## src/rtl/rip_common_pkg.sv

```systemverilog
// Shared types and constants for the RIP fetch stage.
package rip_common;

  typedef enum logic [1:0] {
    IDLE = 2'd0,
    REQ  = 2'd1,
    FULL = 2'd2
  } fetch_state_t;

  localparam logic [31:0] RIP_NOP              = 32'h0000_0013;
  localparam logic [31:0] RIP_RESET_PC_DEFAULT = 32'h0000_0000;

  function automatic logic [31:0] word_align(input logic [31:0] addr);
    return addr & ~32'h3;
  endfunction

endpackage

```

## src/rtl/rip_fetch_skid.sv

```systemverilog
// One-entry instruction/PC holding buffer used while decode is stalled.
module rip_fetch_skid (
  input  logic        clk,
  input  logic        rst_n,
  input  logic        load_i,
  input  logic        unload_i,
  input  logic        flush_i,
  input  logic [31:0] inst_i,
  input  logic [31:0] pc_i,
  output logic        valid_o,
  output logic [31:0] inst_o,
  output logic [31:0] pc_o
);

  logic        valid_q;
  logic [31:0] inst_q;
  logic [31:0] pc_q;

  // Flush wins over load so a redirect never leaves a stale word behind.
  always_ff @(posedge clk) begin
    if (!rst_n) begin
      valid_q <= 1'b0;
      inst_q  <= 32'h0;
      pc_q    <= 32'h0;
    end else if (flush_i) begin
      valid_q <= 1'b0;
    end else if (load_i) begin
      valid_q <= 1'b1;
      inst_q  <= inst_i;
      pc_q    <= pc_i;
    end else if (unload_i) begin
      valid_q <= 1'b0;
    end
  end

  assign valid_o = valid_q;
  assign inst_o  = inst_q;
  assign pc_o    = pc_q;

endmodule

```

## src/rtl/rip_fetch.sv

```systemverilog
// RV32I instruction-fetch stage: PC ownership, single-outstanding imem handshake,
// stall holding via a one-entry skid buffer, and redirect with in-flight drop.
module rip_fetch
  import rip_common::*;
#(
  parameter logic [31:0] RESET_PC = RIP_RESET_PC_DEFAULT
) (
  input  logic        clk,
  input  logic        rst_n,
  input  logic        ex_stall_i,
  input  logic        ex_redirect_i,
  input  logic [31:0] ex_redirect_pc_i,
  output logic        imem_req_o,
  output logic [31:0] imem_addr_o,
  input  logic        imem_ack_i,
  input  logic [31:0] imem_rdata_i,
  output logic        de_ready_o,
  output logic [31:0] inst_code_o,
  output logic [31:0] if_pc_o
);

  fetch_state_t state_q, state_d;
  logic [31:0]  pc_q, pc_d;
  logic [31:0]  drop_addr_q, drop_addr_d;
  logic         drop_q, drop_d;
  logic         out_valid_q, out_valid_d;
  logic [31:0]  inst_q, inst_d;
  logic [31:0]  if_pc_q, if_pc_d;

  logic         req_active, accept;
  logic         skid_load, skid_unload, skid_flush;
  logic         skid_valid;
  logic [31:0]  skid_inst, skid_pc;

  assign req_active = (state_q == REQ);
  assign accept     = req_active && imem_ack_i && !drop_q;

  always_comb begin
    state_d     = state_q;
    pc_d        = pc_q;
    drop_d      = drop_q;
    drop_addr_d = drop_addr_q;
    out_valid_d = out_valid_q;
    inst_d      = inst_q;
    if_pc_d     = if_pc_q;
    skid_load   = 1'b0;
    skid_unload = 1'b0;
    skid_flush  = 1'b0;

    if (ex_redirect_i) begin
      out_valid_d = 1'b0;
      skid_flush  = 1'b1;
      pc_d        = word_align(ex_redirect_pc_i);
      state_d     = REQ;
      // An unacked request keeps its address on the bus until memory answers.
      if (req_active && !imem_ack_i) begin
        drop_d = 1'b1;
        if (!drop_q) drop_addr_d = pc_q;
      end else begin
        drop_d = 1'b0;
      end
    end else begin
      if (req_active && imem_ack_i && drop_q) drop_d = 1'b0;
      if (!ex_stall_i) out_valid_d = 1'b0;
      case (state_q)
        IDLE: state_d = REQ;
        REQ: begin
          if (accept) begin
            pc_d = pc_q + 32'd4;
            if (!out_valid_q || !ex_stall_i) begin
              out_valid_d = 1'b1;
              inst_d      = imem_rdata_i;
              if_pc_d     = pc_q;
            end else begin
              skid_load = 1'b1;
              state_d   = FULL;
            end
          end
        end
        FULL: begin
          if (!ex_stall_i) begin
            out_valid_d = 1'b1;
            inst_d      = skid_inst;
            if_pc_d     = skid_pc;
            skid_unload = 1'b1;
            state_d     = REQ;
          end
        end
        default: state_d = IDLE;
      endcase
    end
  end

  always_ff @(posedge clk) begin
    if (!rst_n) begin
      state_q     <= IDLE;
      pc_q        <= RESET_PC;
      drop_q      <= 1'b0;
      drop_addr_q <= RESET_PC;
      out_valid_q <= 1'b0;
      inst_q      <= 32'h0;
      if_pc_q     <= RESET_PC;
    end else begin
      state_q     <= state_d;
      pc_q        <= pc_d;
      drop_q      <= drop_d;
      drop_addr_q <= drop_addr_d;
      out_valid_q <= out_valid_d;
      inst_q      <= inst_d;
      if_pc_q     <= if_pc_d;
    end
  end

  rip_fetch_skid u_skid (
    .clk      (clk),
    .rst_n    (rst_n),
    .load_i   (skid_load),
    .unload_i (skid_unload),
    .flush_i  (skid_flush),
    .inst_i   (imem_rdata_i),
    .pc_i     (pc_q),
    .valid_o  (skid_valid),
    .inst_o   (skid_inst),
    .pc_o     (skid_pc)
  );

  // skid_valid mirrors state FULL; kept for visibility when debugging.
  logic skid_valid_unused;
  assign skid_valid_unused = skid_valid;

  assign imem_req_o  = req_active;
  assign imem_addr_o = drop_q ? drop_addr_q : pc_q;
  assign de_ready_o  = out_valid_q;
  assign inst_code_o = inst_q;
  assign if_pc_o     = if_pc_q;

endmodule

```

## config.mk

```make
export PLATFORM = sky130hd
export DESIGN_NAME = rip_fetch
export DESIGN_NICKNAME = d
export VERILOG_FILES = /design/src/rtl/rip_common_pkg.sv /design/src/rtl/rip_fetch_skid.sv /design/src/rtl/rip_fetch.sv
export SDC_FILE = /design/constraint.sdc
export NUM_CORES = 1
export LEC_CHECK = 0
export ABC_AREA = 1
export CORE_ASPECT_RATIO = 1.5
export CORE_MARGIN = 5
export CORE_UTILIZATION = 25
export CTS_CLUSTER_SIZE = 12
export DETAILED_ROUTE_END_ITERATION = 16
export GPL_TIMING_DRIVEN = 0
export REMOVE_ABC_BUFFERS = 1
export SYNTH_ARGS = -nofsm -noshare
export SYNTH_HDL_FRONTEND = slang
export SYNTH_SLANG_ARGS = --single-unit
export TNS_END_PERCENT = 20
```

## constraint.sdc

```tcl
create_clock -name clk -period 1.9 [get_ports clk]
set_input_delay 0.38 -clock clk [delete_from_list [all_inputs] [get_ports clk]]
set_output_delay 0.38 -clock clk [all_outputs]
set_load 0.01 [all_outputs]
```

==> results.txt <==
Clock Sinks - 190
XOR/XNOR share of the synthesized area - 0.898%
Die Ht - 240 um
post-synthesis area per instance - 6.74 um2
CTS max path bufs - 2
largest net degree at the start of global routing - 89
CP dominant cell by count - buf_12
Avg WL per Cell - 18.8 um
Post-Synth Adder-Cell Area - 0.713%
GPL Wtd Cong - 0.870
hpwl dp - 19.7 mm
CP max stage cell - dfxtp_4
Worst Hold Depth - 3
Final TNS setup - -1.38 ns
r2r startpoint - state_q[1]
number of max-cap violations - 0
Worst EP required - 2.29 ns
die area - 0.0390 mm2
drt total wl - 37.1 mm
first-pass GRT wire length - 52.7 mm
most common cell after layout, fill and taps aside - nand2_1
initial antenna violation count - 0
post-synthesis register bit count - 190
YS warnings - 0
Max Fclk - 507 MHz
commonest non-fill, non-tap cells in the layout - nand2_1, dfxtp_1, nor2_1, o21ai_0, clkdlybuf4s50_1
Layout Cells excl Fill - 1971
num ports - 167
Final WS setup - -0.0728 ns
detailed-route via count - 9470
CP max stage delay - 0.36 ns
status - finished, violations left
Filler cells - 3664
routed vias/inst - 4.80
# DRC - 0
HP Class - input port to register
LEAKAGE - 4.75 nW
Synth-to-Final Area Change - 46.4%
Starting Density - 25.2%
Peak supply drop - 0.647 mV
Chip Width - 163 um
Slew Limit Fails - 0
Root Driver - clkbuf_16
DRT iter0 DRCs - 842
CP startpoint - state_q[1]
compound-cell area share of the yosys netlist - 21.6%
Simple-Gate Fraction of Synth Area - 24.7%
Worst Path Max Fanout - 8
Setup Crit Path Kind - register to register
cts bufs inserted - 17
Clock transition at path regs - 0.08 ns
worst hold slack - 0.410 ns
antenna cell count - 0
Worst Path Arrival - 2.36 ns
Yosys cell types - 34
GRT overflow - 0
CP Cell Sequence - inv_4 > ha_4 > buf_6 > inv_8 > buf_4 > a211oi_4 > buf_12 > buf_12 > nand2_8 > clkinv_8 > nor2_4 > nor2_1
combinational family with the most area after synthesis - simple AND/OR/NAND/NOR gates
synthesized area - 0.00878 mm2
register area - 0.00382 mm2
Mapped Cells - 1303
Max-slew headroom - 50.1%
Worst-Skew Late Latency - 0.46 ns
CP startpoint kind - register
Post-Place Cells - 1859
min Tclk post-route - 1.97 ns
area of the multi-input gates - 0.00484 mm2
failing checks - setup timing
Total Power - 9.77 mW
Worst setup EP type - register
cts hold-fix bufs - 0
layout cells sized above 1 - 17.6%
Yosys top cell area share - 43.3%
RSZ-0062 raised after global routing - true
Final ANT Viol Nets - 0
number of global-route vias before repair - 8967
first-pass iteration count of the detailed router - 6
final instance area - 0.0129 mm2
Slew @ Worst Pin - 0.748 ns
Final Hold Vio Count - 0
FP Rows - 84
Clock Skews - 0.0137 ns
GRT Total Usage - 17.9%
R2R Setup Slk - -0.07 ns
CTS tree - done
period utilization - 104%
total number of H-tree levels - 4
worst r2r path cells - 12
core box area - 0.0349 mm2
dominant cells by area after synthesis - dfxtp_1, o21ai_0, nand2_1
Port Buf Inserts - 162
hold_sp - rst_n
post-synthesis sequential area ratio - 43.3%
Pwr per Cell Area - 760 mW/mm2
Placed Instance Area - 0.0108 mm2
Final #Nets - 1559
area leader, netlist - dfxtp_1
Final setup viols - 54
fraction of synthesized area in multiplexers - 0%
==> flip-flops by register name (all words and copies together) (netlist names) <==
register       count
u_skid.pc_o       30
pc_q              30
drop_q             1
state_q            2
de_ready_o         1
u_skid.inst_o     32
drop_addr_q       32
if_pc_o           30
inst_code_o       32
==> logic make-up (layout without fill, tap and decap cells) <==
group                    after synthesis  in the layout
other                                  1              2
XOR/XNOR                               9              9
adder cells (fa/ha/maj)                5              5
buffers and inverters                186            368
AND/OR/NAND/NOR                      543            555
AO/OA/AOI/OAI                        369            369
flip-flops                           190            190
==> power breakdown <==
group	switching, mW	total [mW]	internal [mW]
clock	1.71	3.64	1.93
sequential	0.152	4.31	4.16
combinational	1.01	1.82	0.809
total	2.88	9.77	6.90
==> through the flow <==
step	util, %	setup WS, ns
after global placement	30.4	-8.18
after global routing	36.8	-0.161
after floorplan	-	-3.29
after CTS	35.8	-0.282
after detailed placement	30.9	-2.44
final	36.8	-0.0728
==> area by class of cell <==
type	count	share of cell area [%]
Sequential cell	190	29.7
Tap cell	473	4.60
Clock buffer	21	3.66
Timing Repair inverter	8	1.28
Multi-Input combinational cell	940	37.6
Inverter	98	3.30
Timing Repair Buffer	230	19.0
Clock inverter	11	0.827
==> per-layer routing <==
layer,up-vias,global-route usage [%],share of wire [%]
met5,-,0,0
met4,0,9.18,5.0
met3,85,3.34,4.6
met2,283,32.4,51
met1,4470,19.8,39
li1,4632,-,-
==> worst paths after layout <==
| path | endpoint |
|---|---|
| setup / recovery | inst_code_o[7] |
| hold / removal | drop_addr_q[9] |
| setup reg to reg | inst_code_o[7] |
| hold reg to reg | drop_addr_q[0] |
==> Yosys cell counts, drive strengths merged <==
master / number
inv: 97
xor2: 8
nand4: 2
a31oi: 7
dfxtp: 190
buf: 20
clkbuf: 68
nand3: 64
nand2: 248
o211ai: 4
a221oi: 1
a211oi: 1
a21boi: 1
a41oi: 1
a22oi: 2
nand3b: 1
ha: 5
clkinv: 1
o21ai: 235
conb: 1
xnor2: 1
nor2: 224
a21oi: 117
nor3: 4
==> worst max-delay path: cells and delay by family, from the launching register on <==
family	cells	cell delay, ns
adders and majority gates	1	0.16
and+or+nand+nor	3	0.25
buffers and inverters	7	0.82
AOI/OAI and AO/OA	1	0.29
DFF	1	0.36
==> what timing repair did <==
item,4_1_cts,5_1_grt
gates cloned,20,5
setup endpoints to repair,214,165
pin swaps,64,13
setup buffers,33,22
resized for setup,298,103
No activity file was read; power rests on OpenSTA's default activity.
